--- src/rtl/a5_keystream_gen_pkg.sv ---
// a5_pkg: shared FSM state type, default A5/1 geometry and bit helpers
// Contents:
//   state_t    - session FSM states
//   A5_*       - default register lengths, feedback masks and clocking taps
//   majority() - 2-of-3 vote used for irregular clocking
//   parity()   - XOR reduction of a value under a feedback mask (up to 64 bits)
package a5_pkg;

    typedef enum logic [2:0] {IDLE, LOADK, LOADF, MIX, GEN} state_t;

    localparam int          A5_R1LEN = 19;
    localparam int          A5_R2LEN = 22;
    localparam int          A5_R3LEN = 23;
    localparam logic [18:0] A5_TAPS1 = 19'h72000;
    localparam logic [21:0] A5_TAPS2 = 22'h300000;
    localparam logic [22:0] A5_TAPS3 = 23'h700080;
    localparam int          A5_CLK1  = 8;
    localparam int          A5_CLK2  = 10;
    localparam int          A5_CLK3  = 10;

    function automatic logic majority(input logic a, input logic b, input logic c);
        return (a & b) | (a & c) | (b & c);
    endfunction

    function automatic logic parity(input logic [63:0] v, input logic [63:0] mask);
        return ^(v & mask);
    endfunction

endpackage

--- src/rtl/a5_keystream_gen_if.sv ---
// a5_keystream_gen_if: control and keystream handshake bundle of the A5 generator
// Signals:
//   start/key/frame      - session request with key and frame number
//   busy/done            - session status, done is a one-cycle end pulse
//   ks_valid/ks_ready    - keystream bit handshake
//   ks_bit/burst_idx/burst_last - keystream bit and its burst position
// Modports: master drives requests and ready, slave is the generator.
interface a5_keystream_gen_if #(
    parameter int KEYLEN   = 64,
    parameter int FRAMELEN = 22,
    parameter int NBURSTS  = 2
);
    logic                         start;
    logic [KEYLEN-1:0]            key;
    logic [FRAMELEN-1:0]          frame;
    logic                         busy;
    logic                         ks_valid;
    logic                         ks_ready;
    logic                         ks_bit;
    logic [$clog2(NBURSTS):0]     burst_idx;
    logic                         burst_last;
    logic                         done;

    modport master (
        output start, key, frame, ks_ready,
        input  busy, ks_valid, ks_bit, burst_idx, burst_last, done
    );

    modport slave (
        input  start, key, frame, ks_ready,
        output busy, ks_valid, ks_bit, burst_idx, burst_last, done
    );
endinterface

--- src/rtl/a5_keystream_gen_lfsr.sv ---
// a5_lfsr: one Fibonacci LFSR of the A5 family with bit injection
// Ports:
//   i_clk, i_rst - clock, async active-high reset (register cleared)
//   i_clr        - synchronous clear at session start
//   i_shift      - shift once this cycle
//   i_inj        - bit XORed into the new bit0 (key/frame loading)
//   o_clk_tap    - majority clocking tap R[CLKBIT]
//   o_msb        - output tap R[LEN-1]
module a5_lfsr
    import a5_pkg::*;
#(
    parameter int             LEN    = 19,
    parameter logic [LEN-1:0] TAPS   = 19'h72000,
    parameter int             CLKBIT = 8
) (
    input  logic i_clk,
    input  logic i_rst,
    input  logic i_clr,
    input  logic i_shift,
    input  logic i_inj,
    output logic o_clk_tap,
    output logic o_msb
);
    logic [LEN-1:0] r_reg;

    always_ff @(posedge i_clk or posedge i_rst)
        if (i_rst)
            r_reg <= '0;
        else if (i_clr)
            r_reg <= '0;
        else if (i_shift)
            r_reg <= {r_reg[LEN-2:0], parity(64'(r_reg), 64'(TAPS)) ^ i_inj};

    assign o_clk_tap = r_reg[CLKBIT];
    assign o_msb     = r_reg[LEN-1];
endmodule

--- src/rtl/a5_keystream_gen.sv ---
// a5_keystream_gen: A5/1-family keystream generator with key/frame load, mixing and burst output
// Ports:
//   i_clk, i_rst - clock, async active-high reset (aborts any session, no done)
//   io_ks        - slave side of a5_keystream_gen_if: start/key/frame in,
//                  busy/done status, ks_valid/ks_ready/ks_bit stream with
//                  burst_idx and burst_last position flags
module a5_keystream_gen
    import a5_pkg::*;
#(
    parameter int               R1LEN    = A5_R1LEN,
    parameter int               R2LEN    = A5_R2LEN,
    parameter int               R3LEN    = A5_R3LEN,
    parameter logic [R1LEN-1:0] TAPS1    = A5_TAPS1,
    parameter logic [R2LEN-1:0] TAPS2    = A5_TAPS2,
    parameter logic [R3LEN-1:0] TAPS3    = A5_TAPS3,
    parameter int               CLK1     = A5_CLK1,
    parameter int               CLK2     = A5_CLK2,
    parameter int               CLK3     = A5_CLK3,
    parameter int               KEYLEN   = 64,
    parameter int               FRAMELEN = 22,
    parameter int               MIXLEN   = 100,
    parameter int               BURSTLEN = 114,
    parameter int               NBURSTS  = 2
) (
    input  logic               i_clk,
    input  logic               i_rst,
    a5_keystream_gen_if.slave  io_ks
);
    // one counter serves every phase, so size it for the longest one
    localparam int M1     = KEYLEN > FRAMELEN ? KEYLEN : FRAMELEN;
    localparam int M2     = M1 > MIXLEN + 1 ? M1 : MIXLEN + 1;
    localparam int CNTMAX = M2 > BURSTLEN ? M2 : BURSTLEN;
    localparam int CW     = $clog2(CNTMAX + 1);
    localparam int BW     = $clog2(NBURSTS) + 1;

    state_t              r_state, w_next;
    logic [CW-1:0]       r_cnt, w_cnt;
    logic [BW-1:0]       r_bidx, w_bidx;
    logic [KEYLEN-1:0]   r_key;
    logic [FRAMELEN-1:0] r_frame;
    logic                r_done, w_done;
    logic                w_fire, w_cnt_end, w_last_burst, w_final;
    logic                w_clr, w_load, w_step, w_inj, w_maj;
    logic                w_t1, w_t2, w_t3, w_m1, w_m2, w_m3;
    logic                w_sh1, w_sh2, w_sh3;

    assign w_fire       = (r_state == GEN) & io_ks.ks_ready;
    assign w_cnt_end    = r_cnt == CW'(r_state == LOADK ? KEYLEN - 1 :
                                       r_state == LOADF ? FRAMELEN - 1 :
                                       r_state == MIX   ? MIXLEN : BURSTLEN - 1);
    assign w_last_burst = r_bidx == BW'(NBURSTS - 1);
    assign w_final      = w_fire & w_cnt_end & w_last_burst;

    always_comb begin
        w_next = r_state;
        w_cnt  = r_cnt;
        w_bidx = r_bidx;
        w_done = 1'b0;
        case (r_state)
            IDLE:
                if (io_ks.start) begin
                    w_next = LOADK;
                    w_cnt  = '0;
                    w_bidx = '0;
                end
            LOADK, LOADF, MIX: begin
                w_cnt = w_cnt_end ? '0 : r_cnt + 1'b1;
                if (w_cnt_end)
                    w_next = r_state == LOADK ? LOADF : r_state == LOADF ? MIX : GEN;
            end
            GEN:
                if (w_fire) begin
                    w_cnt  = w_cnt_end ? '0 : r_cnt + 1'b1;
                    w_bidx = w_cnt_end ? r_bidx + 1'b1 : r_bidx;
                    if (w_final) begin
                        w_next = IDLE;
                        w_bidx = '0;
                        w_done = 1'b1;
                    end
                end
            default: w_next = IDLE;
        endcase
    end

    always_ff @(posedge i_clk or posedge i_rst)
        if (i_rst) begin
            r_state <= IDLE;
            r_cnt   <= '0;
            r_bidx  <= '0;
            r_done  <= 1'b0;
            r_key   <= '0;
            r_frame <= '0;
        end else begin
            r_state <= w_next;
            r_cnt   <= w_cnt;
            r_bidx  <= w_bidx;
            r_done  <= w_done;
            if (w_clr) begin
                r_key   <= io_ks.key;
                r_frame <= io_ks.frame;
            end else begin
                if (r_state == LOADK)
                    r_key <= r_key >> 1;
                if (r_state == LOADF)
                    r_frame <= r_frame >> 1;
            end
        end

    // loading clocks all registers; MIX and each accepted bit (except the
    // very last one) clock only registers whose tap agrees with the majority
    assign w_clr  = (r_state == IDLE) & io_ks.start;
    assign w_load = (r_state == LOADK) | (r_state == LOADF);
    assign w_step = (r_state == MIX) | (w_fire & ~w_final);
    assign w_inj  = ((r_state == LOADK) & r_key[0]) | ((r_state == LOADF) & r_frame[0]);
    assign w_maj  = majority(w_t1, w_t2, w_t3);
    assign w_sh1  = w_load | (w_step & (w_t1 == w_maj));
    assign w_sh2  = w_load | (w_step & (w_t2 == w_maj));
    assign w_sh3  = w_load | (w_step & (w_t3 == w_maj));

    a5_lfsr #(.LEN(R1LEN), .TAPS(TAPS1), .CLKBIT(CLK1)) u_r1 (
        .i_clk(i_clk), .i_rst(i_rst), .i_clr(w_clr), .i_shift(w_sh1),
        .i_inj(w_inj), .o_clk_tap(w_t1), .o_msb(w_m1)
    );
    a5_lfsr #(.LEN(R2LEN), .TAPS(TAPS2), .CLKBIT(CLK2)) u_r2 (
        .i_clk(i_clk), .i_rst(i_rst), .i_clr(w_clr), .i_shift(w_sh2),
        .i_inj(w_inj), .o_clk_tap(w_t2), .o_msb(w_m2)
    );
    a5_lfsr #(.LEN(R3LEN), .TAPS(TAPS3), .CLKBIT(CLK3)) u_r3 (
        .i_clk(i_clk), .i_rst(i_rst), .i_clr(w_clr), .i_shift(w_sh3),
        .i_inj(w_inj), .o_clk_tap(w_t3), .o_msb(w_m3)
    );

    assign io_ks.busy       = r_state != IDLE;
    assign io_ks.ks_valid   = r_state == GEN;
    assign io_ks.ks_bit     = (r_state == GEN) & (w_m1 ^ w_m2 ^ w_m3);
    assign io_ks.burst_last = (r_state == GEN) & (r_cnt == CW'(BURSTLEN - 1));
    assign io_ks.burst_idx  = r_bidx;
    assign io_ks.done       = r_done;
endmodule

--- src/flat_wrapper.sv ---
// flat-port wrapper written by rule: the top's interface ports become plain ports
module a5_keystream_gen_flat import a5_pkg::*;
#(
    parameter int               R1LEN    = A5_R1LEN,
    parameter int               R2LEN    = A5_R2LEN,
    parameter int               R3LEN    = A5_R3LEN,
    parameter logic [R1LEN-1:0] TAPS1    = A5_TAPS1,
    parameter logic [R2LEN-1:0] TAPS2    = A5_TAPS2,
    parameter logic [R3LEN-1:0] TAPS3    = A5_TAPS3,
    parameter int               CLK1     = A5_CLK1,
    parameter int               CLK2     = A5_CLK2,
    parameter int               CLK3     = A5_CLK3,
    parameter int               KEYLEN   = 64,
    parameter int               FRAMELEN = 22,
    parameter int               MIXLEN   = 100,
    parameter int               BURSTLEN = 114,
    parameter int               NBURSTS  = 2
)
  (i_clk, i_rst, io_ks_start, io_ks_key, io_ks_frame, io_ks_ks_ready, io_ks_busy, io_ks_ks_valid, io_ks_ks_bit, io_ks_burst_idx, io_ks_burst_last, io_ks_done);
  a5_keystream_gen_if #(.KEYLEN(KEYLEN), .FRAMELEN(FRAMELEN), .NBURSTS(NBURSTS)) io_ks_i ();
  input  logic i_clk;
  input  logic i_rst;
  input wire logic [$bits(io_ks_i.start)-1:0] io_ks_start;
  input wire logic [$bits(io_ks_i.key)-1:0] io_ks_key;
  input wire logic [$bits(io_ks_i.frame)-1:0] io_ks_frame;
  input wire logic [$bits(io_ks_i.ks_ready)-1:0] io_ks_ks_ready;
  output wire logic [$bits(io_ks_i.busy)-1:0] io_ks_busy;
  output wire logic [$bits(io_ks_i.ks_valid)-1:0] io_ks_ks_valid;
  output wire logic [$bits(io_ks_i.ks_bit)-1:0] io_ks_ks_bit;
  output wire logic [$bits(io_ks_i.burst_idx)-1:0] io_ks_burst_idx;
  output wire logic [$bits(io_ks_i.burst_last)-1:0] io_ks_burst_last;
  output wire logic [$bits(io_ks_i.done)-1:0] io_ks_done;
  assign io_ks_i.start = io_ks_start;
  assign io_ks_i.key = io_ks_key;
  assign io_ks_i.frame = io_ks_frame;
  assign io_ks_i.ks_ready = io_ks_ks_ready;
  assign io_ks_busy = io_ks_i.busy;
  assign io_ks_ks_valid = io_ks_i.ks_valid;
  assign io_ks_ks_bit = io_ks_i.ks_bit;
  assign io_ks_burst_idx = io_ks_i.burst_idx;
  assign io_ks_burst_last = io_ks_i.burst_last;
  assign io_ks_done = io_ks_i.done;
  a5_keystream_gen #(.R1LEN(R1LEN), .R2LEN(R2LEN), .R3LEN(R3LEN), .TAPS1(TAPS1), .TAPS2(TAPS2), .TAPS3(TAPS3), .CLK1(CLK1), .CLK2(CLK2), .CLK3(CLK3), .KEYLEN(KEYLEN), .FRAMELEN(FRAMELEN), .MIXLEN(MIXLEN), .BURSTLEN(BURSTLEN), .NBURSTS(NBURSTS)) u_core (.i_clk(i_clk), .i_rst(i_rst), .io_ks(io_ks_i));
endmodule
--- config.mk ---
export PLATFORM = sky130hd
export DESIGN_NAME = a5_keystream_gen_flat
export DESIGN_NICKNAME = d
export VERILOG_FILES = /design/src/rtl/a5_keystream_gen_pkg.sv /design/src/rtl/a5_keystream_gen_if.sv /design/src/rtl/a5_keystream_gen_lfsr.sv /design/src/rtl/a5_keystream_gen.sv /design/src/flat_wrapper.sv
export SDC_FILE = /design/constraint.sdc
export NUM_CORES = 1
export LEC_CHECK = 0
export CAP_MARGIN = 10
export CORE_MARGIN = 3
export CORE_UTILIZATION = 55
export CTS_CLUSTER_DIAMETER = 30
export DETAILED_ROUTE_END_ITERATION = 12
export PLACE_DENSITY_LB_ADDON = 0.1
export SYNTH_ARGS = -nofsm -noshare
export SYNTH_HDL_FRONTEND = slang
export SYNTH_SLANG_ARGS = --single-unit
--- constraint.sdc ---
create_clock -name i_clk -period 7 [get_ports i_clk]
set_input_delay 1.4 -clock i_clk [delete_from_list [all_inputs] [get_ports i_clk]]
set_output_delay 1.4 -clock i_clk [all_outputs]
set_load 0.01 [all_outputs]
Word level (Yosys, flattened, before mapping):

Cells that the tools add are included.

* register bits after elaboration: 163
* bits in latches: 0
* bits in writable memories: 0
* ROM bits: 0
* input bits: 90
* output and inout port bits: 7
* logic and storage cells: 103
* memories kept: 0

* add/subtract/negate cells: 2
* multiply operators: 0
* div/mod/pow operators: 0
* order comparisons: 0
* eq/ne operators: 15
* shifts and indexed selects: 0
* multiplexer cells: 32
* bitwise operators: 29
* reduce and logical (&&, ||, !) cells: 16

Operators by type and width (number)
* 64-bit parity: 3
* 64-bit 2-to-1 mux: 2
* 22-bit 2-to-1 mux: 4
* 23-bit 2-to-1 mux: 2
* 19-bit 2-to-1 mux: 2
* 7-bit 2-to-1 mux: 5
* 7-bit one-hot mux with 3 select lines: 1
* 3-bit 2-to-1 mux: 6
* 1-bit AND: 15
* 2-bit nonzero test: 6
* 3-bit one-hot mux with 3 select lines: 1
* 2-bit 2-to-1 mux: 4
* 1-bit OR: 8
* 4-bit AND reduction: 2
* 7-bit by 1-bit adder with 7-bit output, second input constant: 1
* 7-bit equality test: 1
* 7-bit equality test, second input constant: 1
* 3-bit by 2-bit equality test with 1-bit output, second input constant: 2
* 2-bit by 1-bit inequality test with 1-bit output, second input constant: 3
* 3-bit nonzero test: 2
* 5-bit 2-to-1 mux: 1
* 1-bit bitwise XOR: 5
* 2-bit one-hot mux with 2 select lines: 1
* 1-bit equality test: 3
* other kinds (11): 13

Longest topological paths before layout:

Gate-level depths: netlist of the first run.

* word-level depth: 14
* mapped depth: 10
* depth with buffers taken out: 8

By module:

From an unflattened synthesis of the first run, not the netlist that was laid out.

* cell total of the unflattened synthesis: 694
* area, all modules: 7359.6 sq um

Modules (own cells, without submodules)
* a5_keystream_gen: times used 1, cells an instance 474, area each 4629.4 sq um, sequential area each 2477.4 sq um
* a5_lfsr at u_core.u_r3: times used 1, cells an instance 80, area each 987.2 sq um, sequential area each 575.6 sq um
* a5_lfsr at u_core.u_r2: times used 1, cells an instance 73, area each 918.4 sq um, sequential area each 550.5 sq um
* a5_lfsr at u_core.u_r1: times used 1, cells an instance 67, area each 824.5 sq um, sequential area each 475.5 sq um

Worst setup path before layout of the first run:

Ideal clock, no wire load.

* kind: input to register
* start: input port io_ks_start
* end: register u_core.r_frame[0]
* setup time: 0.124 ns
* arrival: 2.522 ns
* required time: 6.876 ns
* setup slack: 4.354 ns
* stages on the path: 7
* path buffers: 2
* cell sequence: nor3_2 -> a2bb2oi_1 -> nor2_2 -> buf_2 -> buf_2 -> a22oi_1 -> nand2_1

* word-level cells in the longest chain between the ends: 2
* elaborated cells between the ends (all ways): 3
* those cells by class: mux: 1; bitwise: 1; reduce/logical: 1

RTL lines
* start: declaration: RTL line flat_wrapper.sv:23 `input wire logic [$bits(io_ks_i.start)-1:0] io_ks_start;`
* 1-bit AND (*): RTL line a5_keystream_gen.sv:111 `assign w_clr = (r_state == IDLE) & io_ks.start;`
* 22-bit 2-to-1 mux / 2-bit nonzero test (equally long branches)
* end signal: assignment: RTL line a5_keystream_gen.sv:100 `r_frame <= io_ks.frame;`
* end signal: assignment: RTL line a5_keystream_gen.sv:105 `r_frame <= r_frame >> 1;`
* end: declaration: RTL line a5_keystream_gen.sv:40 `logic [FRAMELEN-1:0] r_frame;`

Every way passes the cells marked *; elsewhere a longest branch is shown, timed or not.
A chain may end at the register's enable or synchronous reset.

Worst setup path in the final report of the first run:

* start: input port io_ks_start
* end: register u_core.r_key[10]

* word-level cells in the longest chain between the ends: 2
* elaborated cells between the ends (all ways): 3
* those cells by class: mux: 1; bitwise: 1; reduce/logical: 1

RTL lines
* 1-bit AND (*): RTL line a5_keystream_gen.sv:111
* 64-bit 2-to-1 mux / 2-bit nonzero test (equally long branches)
* end signal: assignment: RTL line a5_keystream_gen.sv:99 `r_key <= io_ks.key;`
* end signal: assignment: RTL line a5_keystream_gen.sv:103 `r_key <= r_key >> 1;`
* end: declaration: RTL line a5_keystream_gen.sv:39 `logic [KEYLEN-1:0] r_key;`

Marks and branches as above.

==> results of run 1 <==
==> cells in the mapped netlist (2+ instances only) <==
library cell / count / area share (%)
o21ai_1: 4 / 0.28
or3b_1: 2 / 0.25
dfrtp_1: 163 / 58
nor2_2: 2 / 0.18
o31ai_1: 2 / 0.21
ha_1: 2 / 0.35
xor2_1: 2 / 0.25
o21ai_0: 8 / 0.57
a22o_1: 61 / 7.6
nand2_1: 190 / 10
clkbuf_1: 23 / 1.2
and3_1: 3 / 0.27
buf_2: 13 / 0.92
nor2_1: 10 / 0.53
mux2i_1: 4 / 0.57
a211oi_1: 2 / 0.21
nor3b_1: 2 / 0.21
o22ai_2: 2 / 0.35
a22oi_1: 86 / 9.1
a31oi_1: 2 / 0.18
nand2b_1: 4 / 0.35
buf_6: 3 / 0.48
nor2b_1: 4 / 0.35
inv_1: 5 / 0.27
a32o_1: 3 / 0.43
clkbuf_2: 2 / 0.14
nand3_1: 10 / 0.71
xnor2_1: 12 / 1.5
nand3b_1: 3 / 0.32
a21oi_1: 5 / 0.35
buf_4: 7 / 0.74
==> final timing paths <==
path,endpoint,depth (start not counted),start,slack (ns)
worst max-delay path,u_core.r_key[10],9,io_ks_start,2.97
worst min-delay path,u_core.r_key[48],2,u_core.r_key[48],0.48
worst max register to register,u_core.r_key[10],10,u_core.r_state[1],3.47
worst min register to register,u_core.r_key[48],2,u_core.r_key[48],0.48
max in group asynchronous,u_core.r_key[56],3,i_rst,4.24
min in group asynchronous,u_core.r_key[54],2,i_rst,1.63
==> power by group <==
| part | total, mW | leakage (nW) | switching, mW | internal (mW) |
|---|---|---|---|---|
| Sequential | 1.50 | 2.08 | 0.226 | 1.27 |
| Clock | 0.913 | 0.283 | 0.341 | 0.572 |
| Combinational | 0.597 | 1.64 | 0.286 | 0.311 |
==> per-stage QoR <==
| step | instance area, sq um | power [mW] | hold WS (ns) | cells |
|---|---|---|---|---|
| global placement | 8053 | 2.055 | 0.4576 | 887 |
| finish | 8626 | 3.009 | 0.4757 | 916 |
| detailed placement | 8053 | 2.104 | 0.4626 | 887 |
| CTS | 8626 | 3.033 | 0.4774 | 916 |
| global route | 8626 | 3.199 | 0.4915 | 916 |
| floorplan | 7061 | 1.912 | 0.4461 | 666 |
==> worst max-delay path: stages <==
cell	delay (ns)
clkdlybuf4s50_1	0.44
nor3_2	0.26
a2bb2oi_1	0.86
nor2_4	0
buf_4	0.41
nor2_4	0.21
buf_4	0.51
nand2_1	0.14
nand2_1	0.10
==> metal layers <==
layer	track usage, %	wire length [um]	up-vias
li1	-	-	2519
met1	30.62	6812	2585
met2	33.73	7040	152
met3	6.315	863	19
met4	5.798	199	0
met5	0	0	-
==> kinds of logic after synthesis <==
family,after synthesis,synth area share (%)
muxes,4,0.5671
adders and majority gates,2,0.3544
buffers and inverters,55,3.881
AOI/OAI and AO/OA,186,21.05
xor gates and xnor gates,14,1.737
and+or+nand+nor,242,14.64
DFF,163,57.77
==> final cells by class <==
type | count | area, sq um | area share (%)
Clock inverter | 6 | 105.1 | 1.218
Sequential cell | 163 | 4079 | 47.29
Clock buffer | 23 | 467.9 | 5.425
Multi-Input combinational cell | 448 | 2730 | 31.65
Timing Repair Buffer | 102 | 1006 | 11.66
Tap cell | 168 | 210.2 | 2.437
Inverter | 6 | 27.53 | 0.3191
==> impl_metrics.env, run 1 <==
export IMPL_place_ws_ns=2.585
export IMPL_arrival_ns=4.39
export IMPL_worst_slew_pin_slew_ns=1.064
export IMPL_relSlewSlack_pct=29.05
export IMPL_antenna_found_initial=0
export IMPL_cts_hold_buffers=0
export IMPL_holdCritPathClass="reg -> reg"
export IMPL_fin_ws_ns=2.967
export IMPL_p_per_area_nw_per_um2=348.8
export IMPL_grt_max_degree=124
export IMPL_start_util_pct=57.58
export IMPL_wl_per_cell_um=16.28
export IMPL_largest_reg_flops=64
export IMPL_cts_made_buffers=17
export IMPL_peakVddDrop_mv=0.1934
export IMPL_final_common_cell="nand2_1"
export IMPL_cts_root_buf="clkbuf_16"
export IMPL_required_ns=7.36
export IMPL_end_kind="flip-flop"
export IMPL_min_period_ns=4.033
export IMPL_area_growth_syn_to_layout_pct=22.17
export IMPL_io_buffer_count=96
export IMPL_max_cap_viol_count=0
export IMPL_ys_seq_area_share_pct=57.77
export IMPL_vias_per_cell=5.759
export IMPL_hold_viol_final=0
export IMPL_tns_ns=0
export IMPL_synth_edf_count=0
export IMPL_ios=97
export IMPL_grt_pass1_vias=5209
export IMPL_coreArea_sq_um=12260
export IMPL_cts_setup_buffers=0
export IMPL_cts_sinks=163
export IMPL_clkLatencyLatePin_ns=0.42
export IMPL_firstDrtPassIters=6
export IMPL_final_cell_mix="nand2_1 (190), dfrtp_1 (163), clkdlybuf4s50_1 (96)"
export IMPL_rows=40
export IMPL_design_die_area_sq_um=14230
export IMPL_min_period_over_period_pct=57.61
export IMPL_n_fill_cell=929
export IMPL_synth_ff_type="dfrtp_1"
export IMPL_start_kind="primary input"
export IMPL_synth_seq_cells=163
export IMPL_cts_tree="done"
export IMPL_synth_area_sq_um=7061
export IMPL_syn_num_nets=758
export IMPL_slew_violations=0
export IMPL_setup_viol=0
export IMPL_drc=0
export IMPL_crit_fanout=90
export IMPL_dp_hpwl_um=9378
export IMPL_diodes=0
export IMPL_grt_usage_pct=21.85
export IMPL_drt_iter0_drc=624
export IMPL_rsz0062_at_grt="no"
export IMPL_die_x_um=119.3
export IMPL_gr_total_overflow=0
export IMPL_syn_area_per_cell_sq_um=10.60
export IMPL_yosysWarnings=0
export IMPL_fp_dieH_um=119.3
export IMPL_async_reset_ff_share_pct=100.0
export IMPL_nets=830
export IMPL_finClkSkew_ns=0.008876
export IMPL_p_leak_nw=4.006
export IMPL_syn_inst=666
export IMPL_synth_cell_types=56
export IMPL_fmax_ghz=0.2480
export IMPL_path_class="in -> reg"
export IMPL_totalWireLength_um=14920
export IMPL_cts_repair_resized=0
export IMPL_grt_pass1_wl_um=25410
export IMPL_antenna_left=0
export IMPL_htree_levels=4
export IMPL_clockBufferDepth=2
export IMPL_finish_utilization_pct=70.35
export IMPL_clk_pin_slew_ns=0.06
export IMPL_gp_congestion=0.8395
export IMPL_status="finished, final reports clean"
export IMPL_final_layout_size_suffix_gt1_share_pct=6.551
export IMPL_num_vias=5275
Note: power is estimated with default switching activity, not from simulation.
==> run 2: changes to the inputs <==
CORE_UTILIZATION = 49   (was 55)
clock period = 3.3 ns   (was 7 ns; I/O delays follow)
==> run 2 against run 1 <==
  * Final cell count rose by 2.7%
  * Register-to-register slack got worse by 2.8 ns
  * Design area rose by 1.3%
  * Global-route usage shrank 1.8 points
  * Sequential share of layout area is 0.59 points lower
  * Clock-buffer cell count stayed put
  * Critical path depth is 6 lower
  * Clock power up 110%
  * Hold slack worse by 0.0033 ns
  * Via count up 0.45%
  * Non-clock buffer count is 10 higher
  * Setup slack worse by 2.6 ns
  * Critical path type is now reg -> out
==> impl_metrics.env, run 2 (same netlist as run 1, synthesis figures left out) <==
export IMPL_status="finished, final reports clean"
export IMPL_path_buf_inv=1
export IMPL_setup_viol=0
export IMPL_cts_tree="done"
export IMPL_htree_levels=4
export IMPL_wl_per_cell_um=16.15
export IMPL_relSlewSlack_pct=47.92
export IMPL_area_growth_syn_to_layout_pct=23.75
export IMPL_hold_viol_final=0
export IMPL_slowest_stage="dfrtp_1"
export IMPL_min_period_over_period_pct=89.58
export IMPL_clockBufferDepth=2
export IMPL_ios=97
export IMPL_end_kind="output pin"
export IMPL_io_buffer_count=96
export IMPL_cts_hold_buffers=0
export IMPL_tns_ns=0
export IMPL_cts_sinks=163
export IMPL_drc=0
export IMPL_grt_pass1_wl_um=26150
export IMPL_diodes=0
export IMPL_design_die_area_sq_um=15890
export IMPL_cts_setup_buffers=0
export IMPL_gp_congestion=0.7896
export IMPL_fp_dieH_um=126.0
export IMPL_cpPeakStageDelay_ns=0.65
export IMPL_slew_violations=0
export IMPL_cts_root_buf="clkbuf_16"
export IMPL_required_ns=2.64
export IMPL_grt_usage_pct=20.03
export IMPL_die_x_um=126.0
export IMPL_start_kind="flip-flop"
export IMPL_firstDrtPassIters=5
export IMPL_crit_fanout=17
export IMPL_num_vias=5299
export IMPL_dp_hpwl_um=9925
export IMPL_grt_pass1_vias=5398
export IMPL_antenna_left=0
export IMPL_arrival_ns=2.30
export IMPL_drt_iter0_drc=546
export IMPL_cp_cell_sequence="nand2_1, nor4_1, clkdlybuf4s50_1"
export IMPL_clk_pin_slew_ns=0.06
export IMPL_cts_made_buffers=17
export IMPL_peakVddDrop_mv=0.4258
export IMPL_path_class="reg -> out"
export IMPL_totalWireLength_um=15200
export IMPL_fmax_ghz=0.3383
export IMPL_p_per_area_nw_per_um2=731.5
export IMPL_grt_max_degree=65
export IMPL_rsz0062_at_grt="no"
export IMPL_final_cell_mix="nand2_1 (190), dfrtp_1 (162), clkdlybuf4s50_1 (96)"
export IMPL_nets=840
export IMPL_cpLargestDelayFamily="flip-flops"
export IMPL_gr_total_overflow=0
export IMPL_coreArea_sq_um=13990
export IMPL_min_period_ns=2.956
export IMPL_vias_per_cell=5.631
export IMPL_holdCritPathClass="reg -> reg"
export IMPL_start_util_pct=50.47
export IMPL_clkLatencyLatePin_ns=0.42
export IMPL_max_cap_viol_count=0
export IMPL_antenna_found_initial=0
export IMPL_final_common_cell="nand2_1"
export IMPL_finish_utilization_pct=62.46
export IMPL_final_layout_size_suffix_gt1_share_pct=8.410
export IMPL_worst_slew_pin_slew_ns=0.7812
export IMPL_rows=43
export IMPL_p_leak_nw=4.051
export IMPL_largest_reg_flops=64
export IMPL_finClkSkew_ns=0.006166
==> run 2: worst min-delay path: stages, from the launching register on <==
cell	delay, ns
dfrtp_1	0.34
nand2_1	0.05
nand2_1	0.05
==> run 2: final timing paths <==
path / startpoint / end / slack (ns) / depth (start not counted)
worst min register to register: u_core.r_key[1] / u_core.r_key[1] / 0.47 / 2
min in group asynchronous: i_rst / u_core.r_key[24] / 0.77 / 3
max in group asynchronous: i_rst / u_core.r_state[1] / 1.88 / 3
worst max-delay path: u_core.r_state[2] / io_ks_burst_last / 0.34 / 3
worst max register to register: u_core.r_state[2] / u_core.r_key[57] / 0.72 / 7
worst min-delay path: u_core.r_key[1] / u_core.r_key[1] / 0.47 / 2
==> run 2: report_power, final <==
part	switching (mW)	total, mW	internal, mW	leakage, nW
Combinational	0.603	1.27	0.672	1.69
Sequential	0.481	3.18	2.70	2.08
Clock	0.766	1.93	1.17	0.283
==> run 2: per-stage QoR <==
stage / hold slack (ns) / area (sq um) / total power [mW] / worst slack, ns / cells
finish: 0.4723 / 8737 / 6.391 / 0.3440 / 941
CTS: 0.4786 / 8736 / 6.448 / 0.1747 / 941
global route: 0.4968 / 8737 / 6.804 / 0.1084 / 941
floorplan: 0.4461 / 7064 / 4.056 / 0.5692 / 666
detailed placement: 0.4637 / 8154 / 4.482 / 0.4851 / 909
global placement: 0.4571 / 8154 / 4.386 / 0.5788 / 909
==> run 2: final cells by class <==
type | instances | area, sq um
clock inverter | 9 | 103.9
inverter | 6 | 26.28
clock buffer | 23 | 478.0
multi-input combinational | 448 | 2730
sequential | 163 | 4080
tap | 180 | 225.2
timing repair buffer | 112 | 1094
fill | 1119 | 5251
==> run 2: routing by layer <==
metal	GRT usage (%)	routed length, um
met1	27.69	6973
met2	30.36	7090
met3	5.598	872
met4	7.634	263
met5	0	0
==> run 2: timing repair <==
action | in CTS | in global routing
setup endpoints to repair | 0 | 1
resized for setup | 0 | 1
hold endpoints to repair | 0 | 0
==> run 3: changes to the inputs <==
CORE_UTILIZATION = 50   (was 49)
GPL_TIMING_DRIVEN = 0   (was not set)
SYNTH_HIERARCHICAL = 1   (was not set)
==> run 3 against run 2 <==
  * Setup slack worse by 0.077 ns
  * Core utilization is 2.4 points higher
  * Clock skew is 0.0048 ns higher
  * Sequential share of layout area is 2.2 points lower
  * Area after synthesis is 4.2% higher
  * Largest cell class unchanged
  * Largest power group unchanged
  * Highest routed layer unchanged
==> impl_metrics.env, run 3 <==
export IMPL_yosysTopAreaCell="dfrtp_1"
export IMPL_final_common_cell="dfrtp_1"
export IMPL_worst_slew_pin_slew_ns=0.8623
export IMPL_start_kind="flip-flop"
export IMPL_grt_pass1_vias=5447
export IMPL_synth_common_cells="dfrtp_1 (163), nand2_1 (134), nor2_1 (76)"
export IMPL_hold_ws_ns=0.4784
export IMPL_vias_per_cell=5.487
export IMPL_max_cap_viol_count=0
export IMPL_drt_iter0_drc=501
export IMPL_end_kind="output pin"
export IMPL_cts_hold_buffers=0
export IMPL_design_die_area_sq_um=16210
export IMPL_relSlewSlack_pct=42.45
export IMPL_wl_per_cell_um=15.89
export IMPL_placed_area_sq_um=8576
export IMPL_arrival_ns=2.37
export IMPL_totalWireLength_um=15920
export IMPL_path_class="reg -> out"
export IMPL_area_growth_syn_to_layout_pct=24.63
export IMPL_status="finished, final reports clean"
export IMPL_final_layout_size_suffix_gt1_share_pct=8.273
export IMPL_crit_fanout=10
export IMPL_cts_root_buf="clkbuf_16"
export IMPL_synthTopCellsByArea="dfrtp_1 (55%), mux2i_1 (9.1%), nand2_1 (6.8%), a22oi_1 (6.3%), nor2_1 (3.9%)"
export IMPL_fmax_ghz=0.3297
export IMPL_yosysWarnings=6
export IMPL_yosysMostFrequentCell="dfrtp_1"
export IMPL_synth_area_sq_um=7360
export IMPL_final_cell_mix="dfrtp_1 (163), nand2_1 (134), clkdlybuf4s50_1 (96)"
export IMPL_use_met3_pct=6.731
export IMPL_cts_repair_resized=0
export IMPL_rsz0062_at_grt="no"
export IMPL_fp_dieH_um=127.3
export IMPL_htree_levels=4
export IMPL_design_area_sq_um=9173
export IMPL_grt_usage_pct=20.57
export IMPL_top_usage_layer="met2"
export IMPL_rows=43
export IMPL_clk_pin_slew_ns=0.07
export IMPL_grt_max_degree=65
export IMPL_io_buffer_count=96
export IMPL_n_fill_cell=1163
export IMPL_cts_made_buffers=17
export IMPL_synth_edf_count=0
export IMPL_clkLatencyLatePin_ns=0.42
export IMPL_peakVddDrop_mv=0.4503
export IMPL_drc=0
export IMPL_cts_sinks=163
export IMPL_p_per_area_nw_per_um2=858.5
export IMPL_synth_top_family_by_area="simple AND/OR/NAND/NOR gates"
export IMPL_synth_ff_type="dfrtp_1"
export IMPL_tns_ns=0
export IMPL_syn_inst=694
export IMPL_diodes=0
export IMPL_synth_seq_cells=163
export IMPL_p_leak_nw=4.728
export IMPL_slew_violations=0
export IMPL_multiInputGateArea_sq_um=2923
export IMPL_register_area_sq_um=4079
export IMPL_die_x_um=127.3
export IMPL_synthMuxAreaShare_pct=9.419
export IMPL_finClkSkew_ns=0.01095
export IMPL_setup_viol=0
export IMPL_num_vias=5498
export IMPL_largest_reg_flops=64
export IMPL_ys_seq_area_share_pct=55.42
export IMPL_synth_adder_area_share_pct=0.5100
export IMPL_ios=97
export IMPL_hold_viol_final=0
export IMPL_synth_cell_types=48
export IMPL_yosys_area_share_simple_pct=14.84
export IMPL_synth_top_area_share_pct=55.42
export IMPL_async_reset_ff_share_pct=100.0
export IMPL_synth_compound_area_share_pct=12.78
export IMPL_grtUsageMet1_pct=26.55
export IMPL_min_period_ns=3.033
export IMPL_cts_setup_buffers=0
export IMPL_use_met2_pct=33.48
export IMPL_syn_num_nets=787
export IMPL_coreArea_sq_um=14150
export IMPL_syn_area_per_cell_sq_um=10.60
export IMPL_start_util_pct=52.01
export IMPL_gp_congestion=0.8043
export IMPL_grt_pass1_wl_um=26720
export IMPL_antenna_left=0
export IMPL_synthXorXnorAreaFrac_pct=2.125
export IMPL_cts_tree="done"
export IMPL_min_period_over_period_pct=91.90
export IMPL_firstDrtPassIters=7
export IMPL_clockBufferDepth=2
export IMPL_holdCritPathClass="reg -> reg"
export IMPL_dp_hpwl_um=11260
export IMPL_nets=902
export IMPL_gr_total_overflow=0
export IMPL_antenna_found_initial=0
export IMPL_required_ns=2.64
export IMPL_r2r_slack_ns=0.48
run 3: changes by cell type after synthesis, sizes merged, moves of 8 or more:
cell / change
a22oi: -24
inv: +26
a22o: -59
nand2: -56
mux2i: +63
nor2: +65
xnor2: -8
a222oi: +21
run 3: through the flow:
stage / std cells / setup WS (ns) / utilization, % / power (mW)
6_report: 1002 / 0.2674 / 64.82 / 7.874
5_1_grt: 1002 / 0.09762 / 64.82 / 8.433
4_1_cts: 1003 / 0.06320 / 64.82 / 7.946
3_5_place_dp: 971 / -0.02599 / 60.61 / 5.936
3_3_place_gp: 970 / -1.574 / 60.39 / 5.768
2_1_floorplan: 694 / 0.04957 / - / 5.224
run 3: worst max-delay path, cell delays in order (launching register included):
cell and delay [ns]:
dfrtp_1 0.42, buf_2 0.20, nor2_2 0.21, nand2_1 0.22
nor4_1 0.32, clkdlybuf4s50_1 0.59
run 3: metal layers:
metal / part of all wire, % / vias up
met4: 0.96 / 0
met5: 0 / -
met3: 5.8 / 15
li1: - / 2649
met2: 49 / 128
met1: 44 / 2706
run 3: cells by family after synthesis:
logic type,Yosys count
DFF,163
muxes,69
and+or+nand+nor,253
xor gates and xnor gates,13
buffers and inverters,78
AOI/OAI and AO/OA,115
adders and majority gates,3
run 3: cell type report:
| type | count | area share, % |
|---|---|---|
| Clock buffer | 21 | 5.238 |
| Sequential cell | 163 | 44.47 |
| Tap cell | 180 | 2.455 |
| Inverter | 32 | 1.337 |
| Timing Repair Buffer | 97 | 10.78 |
| Clock inverter | 11 | 1.269 |
| Multi-Input combinational cell | 453 | 31.86 |
| Buffer | 45 | 2.592 |
run 3: final timing paths:
| path | from | endpoint | cells after the start |
|---|---|---|---|
| setup reg to reg | u_core/r_state[1] | u_core/u_r3/r_reg[10] | 10 |
| hold / removal | u_core/r_key[58] | u_core/r_key[58] | 2 |
| hold reg to reg | u_core/r_key[58] | u_core/r_key[58] | 2 |
| max in group asynchronous | i_rst | u_core/u_r3/r_reg[12] | 2 |
| min in group asynchronous | i_rst | u_core/io_ks.burst_idx[0] | 2 |
| setup / recovery | u_core/r_state[0] | io_ks_burst_last | 5 |
run 3: report_power, final:
part           switching, mW  internal, mW
combinational           1.31          1.16
sequential             0.574          2.87
clock                  0.826          1.13
